===== src/rtl/ai_scorer_pkg.sv =====
// Shared definitions for the frame scorer and the comparer's distance stages.
//   state_t   : frame scorer control states
//   acc_width : score width that cannot overflow for a given sample width and
//               frame length (one bit for the signed difference, log2(N) for
//               the sum of N magnitudes)
package ai_scorer_pkg;

  typedef enum logic [1:0] {
    IDLE,
    RUN,
    DRAIN,
    DONE
  } state_t;

  function automatic int acc_width(input int data_width, input int frame_len);
    return data_width + 1 + $clog2(frame_len);
  endfunction

endpackage


===== src/rtl/ai_abs_diff.sv =====
// Combinational magnitude of the signed difference |i_a - i_b|.
// Ports:
//   i_a, i_b : DATA_WIDTH two's-complement operands
//   o_abs    : DATA_WIDTH+1 unsigned magnitude (covers full-scale opposite signs)
module ai_abs_diff #(
  parameter int DATA_WIDTH = 16
) (
  input  logic signed [DATA_WIDTH-1:0] i_a,
  input  logic signed [DATA_WIDTH-1:0] i_b,
  output logic        [DATA_WIDTH:0]   o_abs
);

  logic signed [DATA_WIDTH:0] w_diff;
  logic signed [DATA_WIDTH:0] w_neg;

  // Operands are sign-extended by one bit so the subtraction cannot wrap.
  assign w_diff = (DATA_WIDTH+1)'(i_a) - (DATA_WIDTH+1)'(i_b);
  assign w_neg  = -w_diff;
  assign o_abs  = w_diff[DATA_WIDTH] ? $unsigned(w_neg) : $unsigned(w_diff);

endmodule


===== src/rtl/ai_frame_scorer.sv =====
// Frame scorer: pops FRAME_LEN signed samples from the comparer's sample FIFO,
// reads the matching template words, and reports the L1 distance of the frame.
// Ports:
//   clk, rst    : clock, synchronous active-high reset
//   start       : begin one frame (sampled only while idle)
//   busy        : high whenever a frame is in progress
//   fifo_empty  : FIFO empty flag
//   fifo_r_en   : FIFO read enable (a read is accepted whenever this is high)
//   fifo_data   : FIFO registered read data, valid the cycle after a read
//   tmpl_addr   : template memory address (synchronous, 1-cycle latency)
//   tmpl_data   : template word
//   score       : L1 distance of the last completed frame, held until the next
//   score_valid : one-cycle pulse when score updates
module ai_frame_scorer
  import ai_scorer_pkg::*;
#(
  parameter int DATA_WIDTH = 16,
  parameter int FRAME_LEN  = 64,
  parameter int ACC_WIDTH  = acc_width(DATA_WIDTH, FRAME_LEN)
) (
  input  logic                           clk,
  input  logic                           rst,
  input  logic                           start,
  output logic                           busy,
  input  logic                           fifo_empty,
  output logic                           fifo_r_en,
  input  logic signed [DATA_WIDTH-1:0]   fifo_data,
  output logic [$clog2(FRAME_LEN)-1:0]   tmpl_addr,
  input  logic signed [DATA_WIDTH-1:0]   tmpl_data,
  output logic [ACC_WIDTH-1:0]           score,
  output logic                           score_valid
);

  localparam int AW = $clog2(FRAME_LEN);
  localparam int CW = AW + 1;
  localparam logic [CW-1:0] LAST_IDX = CW'(FRAME_LEN - 1);

  state_t                r_state;
  state_t                w_next;
  logic [CW-1:0]         r_cnt;
  logic                  r_rd_vld;
  logic [ACC_WIDTH-1:0]  r_acc;
  logic [ACC_WIDTH-1:0]  r_score;
  logic                  r_score_valid;
  logic                  w_accept;
  logic [DATA_WIDTH:0]   w_abs;

  ai_abs_diff #(
    .DATA_WIDTH(DATA_WIDTH)
  ) u_abs_diff (
    .i_a  (fifo_data),
    .i_b  (tmpl_data),
    .o_abs(w_abs)
  );

  always_ff @(posedge clk) begin
    if (rst) begin
      r_state <= IDLE;
    end else begin
      r_state <= w_next;
    end
  end

  always_comb begin
    w_next   = r_state;
    w_accept = 1'b0;
    case (r_state)
      IDLE: begin
        if (start) begin
          w_next = RUN;
        end
      end
      RUN: begin
        // Leaving RUN on the last accepted read keeps r_en from ever
        // asserting for a sample beyond the frame.
        w_accept = !fifo_empty;
        if (w_accept && (r_cnt == LAST_IDX)) begin
          w_next = DRAIN;
        end
      end
      DRAIN:   w_next = DONE;
      DONE:    w_next = IDLE;
      default: w_next = IDLE;
    endcase
  end

  // Datapath: the address tracks the issue count, so FIFO data and template
  // word arrive together in the cycle flagged by r_rd_vld.
  always_ff @(posedge clk) begin
    if (rst) begin
      r_cnt         <= '0;
      r_rd_vld      <= 1'b0;
      r_acc         <= '0;
      r_score       <= '0;
      r_score_valid <= 1'b0;
    end else begin
      r_score_valid <= 1'b0;
      r_rd_vld      <= w_accept;
      if (r_rd_vld) begin
        r_acc <= r_acc + ACC_WIDTH'(w_abs);
      end
      if (w_accept) begin
        r_cnt <= r_cnt + 1'b1;
      end
      if ((r_state == IDLE) && start) begin
        r_acc <= '0;
        r_cnt <= '0;
      end
      if (r_state == DONE) begin
        r_score       <= r_acc;
        r_score_valid <= 1'b1;
      end
    end
  end

  assign fifo_r_en   = w_accept;
  assign busy        = (r_state != IDLE);
  assign tmpl_addr   = r_cnt[AW-1:0];
  assign score       = r_score;
  assign score_valid = r_score_valid;

endmodule


===== config.mk =====
export PLATFORM = sky130hd
export DESIGN_NAME = ai_frame_scorer
export DESIGN_NICKNAME = d
export VERILOG_FILES = /design/src/rtl/ai_scorer_pkg.sv /design/src/rtl/ai_abs_diff.sv /design/src/rtl/ai_frame_scorer.sv
export SDC_FILE = /design/constraint.sdc
export NUM_CORES = 1
export LEC_CHECK = 0
export ABC_CLOCK_PERIOD_IN_PS = 16300
export CAP_MARGIN = 0
export CORE_MARGIN = 4
export CORE_UTILIZATION = 35
export DETAILED_ROUTE_END_ITERATION = 7
export PLACE_DENSITY = 0.6
export SYNTH_ARGS = -nofsm -noshare
export SYNTH_HDL_FRONTEND = slang
export SYNTH_SLANG_ARGS = --single-unit

===== constraint.sdc =====
create_clock -name clk -period 16.3 [get_ports clk]
set_clock_uncertainty 0.05 [all_clocks]
set_input_delay 3.26 -clock clk [delete_from_list [all_inputs] [get_ports clk]]
set_output_delay 3.26 -clock clk [all_outputs]
set_load 0.05 [all_outputs]

Word level (Yosys, flattened, before mapping). Cells that the tools add are included.

$add $sub $neg: 4. Multiply operators: 0. Divide/modulo/power cells: 0. $lt $le $gt $ge: 0. Eq/ne operators: 6. Shift-type cells: 0. Muxes and demuxes: 6. Bitwise logic cells: 0. Reductions and logical operators: 7.

Operator list (count): 23-bit by 17-bit adder with 23-bit output (1); 17-bit 2-to-1 mux (1); 17-bit negator (1); 16-bit by 16-bit subtractor with 17-bit output (1); 2-bit case mux with 4 select lines (1); 7-bit by 1-bit adder with 7-bit output (second input constant) (1); 7-bit by 6-bit == test with 1-bit output (second input constant) (1); 2-bit == test (second input constant) (2); 2-bit 2-to-1 mux (2); 2-bit != test (second input constant) (2); 2-bit by 1-bit == test with 1-bit output (second input constant) (1); 1-bit logical AND (2); 2-bit logical NOT (1); 1-bit 2-to-1 mux (2); 2-bit AND reduction (1); 2-bit nonzero test (1); 2-bit OR reduction (1); 1-bit logical NOT (1).

Bits in registers: 57. Bits in latches: 0. Memory bits (writable): 0. ROM bits: 0. Output and inout bits: 32. Word-level logic and storage cells: 29. Memories: 0.

Longest topological paths before layout. Gate-level depths: netlist of the first run.

Depth in word-level cells: 4. Mapped depth: 21. Mapped depth without buffers: 20.

Modules after synthesis. Synthesis of the first run repeated with hierarchy kept, for this count alone.

Cells, all modules: 548. Area total of the unflattened synthesis: 4421.7 µm².

Modules (own cells, without submodules): ai_frame_scorer (times used 1, cells an instance 363, area each 3189.3 µm², sequential area each 1141.1 µm²); ai_abs_diff (times used 1, cells an instance 185, area each 1232.4 µm², sequential area each 0.0 µm²).

Worst setup path after synthesis of the first run. OpenSTA, ideal clock, no wires.

Path type: input-to-reg. From: input fifo_data[0]. To: register r_acc[22]. Library setup time: 0.132 ns. Arrival time: 7.277 ns. Slack: 8.841 ns. Stages on the path: 20. Buffers on the path: 1. Cell sequence: inv_1 -> ha_1 -> fa_1 -> nor2b_4 -> o31a_2 -> o31ai_2 -> o311a_4 -> a21oi_4 -> a2bb2oi_4 -> buf_6 -> a21oi_1 -> fa_1 -> a21o_1 -> a21o_1 -> a2111o_1 -> a31o_2 -> a21oi_1 -> a311o_2 -> or3_1 -> a21oi_1.

Word-level cells in the longest chain between the ends: 4.

Ends and longest elaborated chain: start: declaration (line ai_frame_scorer.sv:27) `input logic signed [DATA_WIDTH-1:0] fifo_data,`; 16-bit by 16-bit subtractor with 17-bit output (*) (line ai_abs_diff.sv:17) `assign w_diff = (DATA_WIDTH+1)'(i_a) - (DATA_WIDTH+1)'(i_b);`; 17-bit negator (line ai_abs_diff.sv:18) `assign w_neg = -w_diff;`; 17-bit 2-to-1 mux (*) (line ai_abs_diff.sv:19) `assign o_abs = w_diff[DATA_WIDTH] ? $unsigned(w_neg) : $unsigned(w_diff);`; 23-bit by 17-bit adder with 23-bit output (*) (line ai_frame_scorer.sv:100) `r_acc <= r_acc + ACC_WIDTH'(w_abs);`; end signal: assignment (line ai_frame_scorer.sv:100); end: declaration (line ai_frame_scorer.sv:42) `logic [ACC_WIDTH-1:0] r_acc;`.

Mark *: on every way between the ends. The rest lies on a longest branch, timed or not. A chain may end at the register's enable or synchronous reset.

Worst setup path in the final report of the first run.
From: input fifo_empty. To: output fifo_r_en.

Word-level cells in the longest chain between the ends: 2.

Ends and longest elaborated chain: start: declaration (line ai_frame_scorer.sv:25) `input logic fifo_empty,`; 1-bit logical NOT (line ai_frame_scorer.sv:76) `w_accept = !fifo_empty;`; 1-bit 2-to-1 mux (line ai_frame_scorer.sv:67) `case (r_state)`; end: declaration (line ai_frame_scorer.sv:26) `output logic fifo_r_en,`.

Every way passes these cells.

==> flow_summary.ini, run 1 <==
[global_route]
grt_max_degree = 31
grt_pass1_wl_um = 17400
track_usage_pct = 14.3
grt_pass1_vias = 3858
grt.overflow.total = 0
grt_antenna_before_repair = 0

[cts]
cts_buffers = 9
cts_tree = done
cts_resized = 0
path_clk_slew_ns = 0.05
clock-root-buffer = clkbuf_16
clock_sinks = 57
cts_max_level = 3
clk_path_buf_depth = 2
clkLatencyLatePin_ns = 0.32
post_cts_buffers = 0
cts_hold_buf = 0

[worst_setup_path]
crit_required_ns = 12.99
cp.buffers_inverters = 3
critPathLaunchType = input pin
path_cells = clkdlybuf4s50_1 -> nand2b_1 -> inv_1 -> clkdlybuf4s50_1
slowest_delay_ns = 0.83
crit_type = in -> out
crit_family = buffers and inverters
cpMaxStageDelayCell = clkdlybuf4s50_1
cp-end-kind = primary output
crit_arrival_ns = 4.90
crit_path_max_fanout = 6
cpMostUsedCell = clkdlybuf4s50_1

[timing]
hold_violations = 0
worst_pin_slew_ns = 1.05
relSlewSlack_pct = 29.5
finalCriticalPeriod_ns = 8.21
setup_viol_count_final = 0
fin_ws_ns = 8.09
setup_tns_ns = 0
fin_crit_sh_pct = 50.4
drv_slew = 0
rsz0062_at_grt = no
fmax_mhz = 122

[floorplanning]
die-area_mm2 = 0.0145
dieHeight_um = 120
core-area_mm2 = 0.0122
io_pins = 68
initial_core_util_pct = 36.2
die_width_um = 120
core.rowCount = 40

[drt]
dr.pass1.iters = 4
num_vias = 3840
post_drt_wl_per_cell_um = 13.3
viasPerCell = 5.12
drc = 0
ant_nets = 0
routed_wl_um = 10000
drtIter0Drc = 118

[yosys]
synth_warnings = 0
syn_inst = 522
syn_avg_cell_area_um2 = 8.48
synth_area_leaders = dfxtp_1, ha_1, mux2i_1
ys_seq_area_share_pct = 25.8
synth_edf_count = 0
syn_area_mm2 = 0.00442
synth_top_area_share_pct = 25.8
synth_nets = 602
async_flop_share_pct = 0
synth-seq-cells = 57
netlist.top_cell.by_area = dfxtp_1
ys_types = 73
synth_ff_type = dfxtp_1

[finish]
final_cells = 750
areaGrowthSynthToFinish_pct = 24.1
multi_input_area_mm2 = 0.00305
nets = 658
nFillCells = 1248
antennaDiodeCount = 0
drive_above_1_share_pct = 7.39
regArea_mm2 = 0.00114

[worst_hold_path]
hold_path_class = reg -> reg

[pwr]
swShare_pct = 34.9
leakage_nw = 2.16
clkPwrFrac_pct = 33.4
combPwrFrac_pct = 38.6
power_switching_uw = 194
power_frac_seq_pct = 28.1
cellPowerDensity_mw_per_mm2 = 101
internal_power_uw = 361
fin_total_pwr_uw = 555
ir_worst_vdd_mv = 0.0472

[run_status]
outcome = completed

[placed_design]
place_hpwl_um = 7950
io_buffers = 67
place.gp.congestion = 0.911
place_ws_ns = 7.85
dpl.cell_count = 735

[run]
drv_cap = 0
==> through the flow <==
stage / cell area (µm²) / hold slack (ns) / utilization (%)
after global placement: 5190 / 0.418 / 42.5
after detailed placement: 5190 / 0.431 / 42.5
after floorplan: 4420 / 0.408 / -
final: 5490 / 0.443 / 44.9
after CTS: 5490 / 0.449 / 44.9
after global routing: 5490 / 0.477 / 44.9
==> placed cells by master, fill, tap and decap left out, drive strengths merged, types with 12 or more instances in the layout <==
| cell | instances |
|---|---|
| a21o | 12 |
| ha | 42 |
| mux2i | 33 |
| dfxtp | 57 |
| xnor2 | 21 |
| xor2 | 13 |
| nand2 | 28 |
| inv | 31 |
| clkbuf | 12 |
| or3 | 12 |
| o21ai | 18 |
| nor3 | 14 |
| nor2 | 71 |
| a21oi | 34 |
| clkdlybuf4s50 | 67 |
==> power by group through the flow <==
stage          registers, mW  clock network, mW  logic, mW
2_1_floorplan          0.155                  0      0.170
3_3_place_gp           0.158                  0      0.209
3_5_place_dp           0.158                  0      0.213
4_1_cts                0.156              0.190      0.215
5_1_grt                0.157              0.196      0.238
6_report               0.156              0.185      0.214
==> sequential cells by signal, indices dropped and copies added, names as in the netlist <==
signal,cells
r_cnt,7
score_valid,1
r_rd_vld,1
r_acc,23
r_state,2
score,23
==> synth_stat cells (3+ instances only) <==
cell type	count
ha_1	42
o31ai_2	3
nand3_1	11
nand2_1	28
nand4_1	7
or3_1	12
a31oi_1	4
o21ai_0	10
o31a_1	3
a41oi_1	3
nor3_1	12
mux2i_1	33
o22ai_1	5
dfxtp_1	57
clkbuf_1	8
nor2_1	71
xor2_1	13
or2_2	3
a21o_1	12
nor2b_1	3
o21ai_1	8
a21oi_1	32
buf_2	3
o21a_1	11
o31ai_1	3
a211oi_1	5
o211ai_1	3
xnor2_1	21
inv_1	31
buf_4	6
buf_1	5
==> worst paths after layout <==
path | from | endpoint | slack (ns) | cells past startpoint
setup / recovery | fifo_empty | fifo_r_en | 8.09 | 4
hold reg to reg | score[1]$_SDFFE_PP0P_ | score[1]$_SDFFE_PP0P_ | 0.44 | 2
setup reg to reg | r_acc[0]$_SDFFE_PP0P_ | r_acc[22]$_SDFFE_PP0P_ | 13.34 | 10
hold / removal | score[1]$_SDFFE_PP0P_ | score[1]$_SDFFE_PP0P_ | 0.44 | 2
==> cell families after synthesis <==
kind of cell	Yosys count	synth area share [%]
mux	34	7.72
flops	57	25.8
simple gates	168	19.1
buf+inv	54	5.34
xor+xnor	34	6.73
compound gates	131	22.5
fa+ha+maj	44	12.8
==> worst min-delay path: cells and delay by family (launching register included) <==
| kind | cells | cell delay, ns |
|---|---|---|
| flip-flops | 1 | 0.32 |
| multiplexers | 1 | 0.07 |
| AND/OR/NAND/NOR | 1 | 0.07 |
==> final cells by class <==
type                       count  share of cell area (%)
multi-input combinational    411                    55.5
inverter                      31                    2.12
timing repair buffer          68                    12.4
clock inverter                 3                   0.729
tap                          168                    3.83
sequential                    57                    20.8
clock buffer                  12                    4.67
==> per-layer routing <==
metal	part of all wire, %	global-route usage (%)	vias up
li1	-	-	1996
met1	49	18.9	1749
met2	46	23.2	83
met3	4.4	3.32	12
met4	1.4	4.60	0
met5	0	0	-
No activity file was read; power rests on OpenSTA's default activity.
==> inputs of run 2 (changes only) <==
--- a/config.mk
+++ b/config.mk
@@ -5,7 +5,7 @@
 export SDC_FILE = /design/constraint.sdc
 export NUM_CORES = 1
 export LEC_CHECK = 0
-export ABC_CLOCK_PERIOD_IN_PS = 16300
+export ABC_CLOCK_PERIOD_IN_PS = 7850
 export CAP_MARGIN = 0
 export CORE_MARGIN = 4
 export CORE_UTILIZATION = 35
==> constraint.sdc (replaced) <==
create_clock -name clk -period 7.85 [get_ports clk]
set_clock_uncertainty 0.05 [all_clocks]
set_input_delay 1.57 -clock clk [delete_from_list [all_inputs] [get_ports clk]]
set_output_delay 1.57 -clock clk [all_outputs]
set_load 0.05 [all_outputs]
==> flow_summary.ini, run 2 (synthesis results as in run 1) <==
[drt]
wl_met2_um = 4440
routed_wl_um = 9780
drtIter0Drc = 126
wirelength_met1_um = 4790
num_vias = 3839
ant_nets = 0
top_layer = met4
viasPerCell = 5.11
wl_met3_um = 431
drc = 0
dr.pass1.iters = 4
post_drt_wl_per_cell_um = 13.0

[worst_setup_path]
slowest_delay_ns = 0.46
crit_cells = 20
path_cells = clkdlybuf4s50_1 -> inv_1 -> ha_1 -> fa_1 -> nor2b_4 -> o31a_2 -> o31ai_2 -> o311a_4 -> a21oi_4 -> a2bb2oi_4 -> a21oi_1 -> fa_1 -> a21o_1 -> a21o_1 -> a2111o_1 -> a31o_2 -> a21oi_1 -> a311o_2 -> or3_1 -> a21oi_1
critPathLaunchType = input pin
timing.rr.start = r_acc[0]$_SDFFE_PP0P_
crit_start = fifo_data[0]
crit_family = compound AO/OA/AOI/OAI gates
crit_type = in -> reg
cp.buffers_inverters = 2
r2r_setup_slack_ns = 4.91
cp-end-kind = flop
rr_endpoint = r_acc[22]$_SDFFE_PP0P_
cpMostUsedCell = a21oi_1
crit_arrival_ns = 6.54
reg2regPathDepth = 10
cpMaxStageDelayCell = clkdlybuf4s50_1
crit_required_ns = 7.96
crit_path_max_fanout = 17

[global_route]
grt.overflow.total = 0
track_usage_pct = 13.7
grt_antenna_before_repair = 0
grt_pass1_vias = 3735
grt_pass1_wl_um = 17000
grt_max_degree = 31

[timing]
drv_slew = 0
rsz0062_at_grt = no
finalCriticalPeriod_ns = 6.44
relSlewSlack_pct = 27.6
fmax_mhz = 155
worst_pin_slew_ns = 1.08
fin_crit_sh_pct = 82.0
setup_tns_ns = 0
setup_viol_count_final = 0
hold_violations = 0

[cts]
path_clk_slew_ns = 0.05
clock-root-buffer = clkbuf_16
cts_tree = done
clock_sinks = 57
post_cts_buffers = 0
clk_path_buf_depth = 2
cts_buffers = 9
cts_hold_buf = 0
clkLatencyLatePin_ns = 0.32
cts_resized = 0
cts_max_level = 3

[pwr]
fin_total_pwr_mw = 1.14
cellPowerDensity_mw_per_mm2 = 209
leakage_nw = 2.16
ir_worst_vdd_mv = 0.104

[placed_design]
dpl.cell_count = 735
place_hpwl_um = 7860
place.gp.congestion = 0.907
io_buffers = 67

[floorplanning]
initial_core_util_pct = 36.2
die-area_mm2 = 0.0145
dieHeight_um = 120
io_pins = 68
core-area_mm2 = 0.0122
die_width_um = 120
core.rowCount = 40

[finish]
nets = 658
areaGrowthSynthToFinish_pct = 23.9
utilization_pct = 44.9
drive_above_1_share_pct = 7.20
nFillCells = 1227
antennaDiodeCount = 0
final_cells = 751
final_common_cell = nor2_1
mostFrequentLayoutCells = nor2_1, clkdlybuf4s50_1, dfxtp_1

[worst_hold_path]
worstHoldStart = score[4]$_SDFFE_PP0P_
hold_path_class = reg -> reg
whs_path_depth = 2
hold_end = score[4]$_SDFFE_PP0P_

[run_status]
outcome = completed

[run]
drv_cap = 0
==> run 2: per-layer routing <==
metal | up-vias | GRT usage (%)
li1 | 2003 | -
met1 | 1748 | 17.9
met2 | 79 | 22.9
met3 | 9 | 2.53
met4 | 0 | 4.04
met5 | - | 0
==> run 2: worst max-delay path by stage <==
stage / to
floorplan: r_acc[22]$_SDFFE_PP0P_
global placement: r_acc[22]$_SDFFE_PP0P_
detailed placement: r_acc[22]$_SDFFE_PP0P_
CTS: r_acc[22]$_SDFFE_PP0P_
global route: r_acc[19]$_SDFFE_PP0P_
finish: r_acc[22]$_SDFFE_PP0P_
==> run 2: where the power goes <==
group / total [mW] / switching, mW / internal [mW]
Sequential: 0.323 / 0.0190 / 0.304
Clock: 0.377 / 0.124 / 0.253
Combinational: 0.444 / 0.258 / 0.187
Total: 1.14 / 0.401 / 0.744
==> run 2: layout make-up <==
| type | count | area (µm²) | area share (%) |
|---|---|---|---|
| clock inverters | 3 | 40.0 | 0.730 |
| flip-flops and latches | 57 | 1140 | 20.8 |
| clock buffers | 13 | 250 | 4.56 |
| repair buffers | 68 | 678 | 12.4 |
| multi-input cells | 411 | 3050 | 55.6 |
| well taps | 168 | 210 | 3.83 |
| inverters | 31 | 116 | 2.12 |
==> run 2: worst min-delay path: cells and delay by family (launching register included) <==
kind,cells,cell delay [ns]
and+or+nand+nor,1,0.07
muxes,1,0.06
DFF,1,0.32
==> run 2: metrics by stage <==
stage          setup slack (ns)  hold slack, ns  cell area (µm²)
2_1_floorplan              2.08           0.408             4420
3_3_place_gp               1.24           0.418             5190
3_5_place_dp               1.09           0.436             5190
4_1_cts                    1.43           0.445             5480
5_1_grt                    1.06           0.459             5480
6_report                   1.41           0.443             5480
==> inputs of run 3 (changes only) <==
--- a/config.mk
+++ b/config.mk
@@ -5,7 +5,7 @@
 export SDC_FILE = /design/constraint.sdc
 export NUM_CORES = 1
 export LEC_CHECK = 0
-export ABC_CLOCK_PERIOD_IN_PS = 7850
+export ABC_CLOCK_PERIOD_IN_PS = 6200
 export CAP_MARGIN = 0
 export CORE_MARGIN = 4
 export CORE_UTILIZATION = 35
==> constraint.sdc (replaced) <==
create_clock -name clk -period 6.2 [get_ports clk]
set_clock_uncertainty 0.05 [all_clocks]
set_input_delay 1.24 -clock clk [delete_from_list [all_inputs] [get_ports clk]]
set_output_delay 1.24 -clock clk [all_outputs]
set_load 0.05 [all_outputs]
==> flow_summary.ini, run 3 (synthesis results as in run 1) <==
[cts]
cts_max_level = 3
cts_buffers = 9
clk_path_buf_depth = 2
path_clk_slew_ns = 0.04
clock-root-buffer = clkbuf_16
clock_sinks = 57
cts_resized = 0
clkLatencyLatePin_ns = 0.32
post_cts_buffers = 0
cts_tree = done
cts_hold_buf = 0

[pwr]
fin_total_pwr_mw = 1.41
cellPowerDensity_mw_per_mm2 = 256
ir_worst_vdd_mv = 0.126
leakage_nw = 2.16

[timing]
setup_viol_count_final = 0
worst_pin_slew_ns = 1.07
fin_crit_sh_pct = 94.2
rsz0062_at_grt = no
fmax_mhz = 171
finalCriticalPeriod_ns = 5.84
fin_ws_ns = 0.357
relSlewSlack_pct = 28.7
setup_tns_ns = 0
drv_slew = 0
hold_violations = 0

[floorplanning]
core-area_mm2 = 0.0122
dieHeight_um = 120
die-area_mm2 = 0.0145
die_width_um = 120
core.rowCount = 40
initial_core_util_pct = 36.2
io_pins = 68

[finish]
areaGrowthSynthToFinish_pct = 24.2
mostFrequentLayoutCells = nor2_1, clkdlybuf4s50_1, dfxtp_1
design_area_mm2 = 0.00549
nets = 662
final_common_cell = nor2_1
antennaDiodeCount = 0
drive_above_1_share_pct = 7.69

[run_status]
outcome = completed

[worst_hold_path]
whs_path_depth = 2
worstHoldStart = score[16]$_SDFFE_PP0P_
hold_path_class = reg -> reg
hold_end = score[16]$_SDFFE_PP0P_

[run]
drv_cap = 0

[worst_setup_path]
reg2regPathDepth = 10
crit_start = fifo_data[0]
crit_required_ns = 6.30
crit_path_max_fanout = 8
crit_type = in -> reg
crit_arrival_ns = 5.94
critPathLaunchType = input pin
cp-end-kind = flop
r2r_setup_slack_ns = 3.32
rr_endpoint = r_acc[22]$_SDFFE_PP0P_
timing.rr.start = r_acc[0]$_SDFFE_PP0P_

[placed_design]
place_hpwl_um = 7970
place.gp.congestion = 0.886
place_ws_ns = 0.0386
postPlaceCellArea_mm2 = 0.00522
io_buffers = 67

[global_route]
grt.overflow.total = 0
track_usage_pct = 14.0
grt_antenna_before_repair = 0
grt_max_degree = 31
grt_pass1_vias = 3790
grt_pass1_wl_um = 17200

[drt]
dr.pass1.iters = 4
post_drt_wl_per_cell_um = 13.1
drc = 0
drtIter0Drc = 147
num_vias = 3841
ant_nets = 0
viasPerCell = 5.10
routed_wl_um = 9900
run 3: final cells by class:
class | count | area [µm²]
Inverter | 31 | 116
Sequential cell | 57 | 1140
Fill cell | 1213 | 6720
Tap cell | 168 | 210
Timing Repair Buffer | 72 | 708
Clock buffer | 14 | 264
Multi-Input combinational cell | 411 | 3050
run 3: layer usage:
| metal | share of wire (%) | global-route usage (%) | up-vias |
|---|---|---|---|
| met2 | 46 | 23.4 | 90 |
| met5 | 0 | 0 | - |
| li1 | - | - | 2006 |
| met3 | 5.4 | 2.85 | 14 |
| met4 | 1.5 | 4.75 | 0 |
| met1 | 47 | 18.0 | 1731 |
run 3: where the power goes:
group	internal, mW	switching, mW	total (mW)	leakage (nW)
Clock	0.286	0.146	0.432	0.129
Combinational	0.241	0.325	0.566	1.58
Sequential	0.385	0.0237	0.409	0.460
run 3: through the flow:
step	hold WS, ns	util, %	cells
finish	0.434	45.0	753
global route	0.465	45.0	753
CTS	0.442	44.9	753
detailed placement	0.431	42.8	739
global placement	0.418	42.8	739
floorplan	0.408	-	522
run 3: worst max-delay path by stage:
stage               cells after the start  slack (ns)                     end
floorplan                              20        0.76  r_acc[22]$_SDFFE_PP0P_
global placement                       20        0.15  r_acc[22]$_SDFFE_PP0P_
detailed placement                     20        0.04  r_acc[22]$_SDFFE_PP0P_
CTS                                    20        0.37  r_acc[22]$_SDFFE_PP0P_
global route                           20        0.08  r_acc[20]$_SDFFE_PP0P_
finish                                 20        0.36  r_acc[22]$_SDFFE_PP0P_
run 3: worst max-delay path, cell delays in order:
cell             delay [ns]
clkdlybuf4s50_1        0.45
inv_1                  0.04
ha_1                   0.21
fa_1                   0.44
nor2b_4                0.16
o31a_2                 0.16
o31ai_2                0.07
o311a_4                0.39
a21oi_4                0.16
a2bb2oi_4              0.26
a21oi_1                0.17
fa_1                   0.44
a21o_1                 0.17
a21o_1                 0.20
a2111o_1               0.43
a31o_2                 0.27
a21oi_1                0.21
a311o_2                0.27
or3_1                  0.12
a21oi_1                0.06
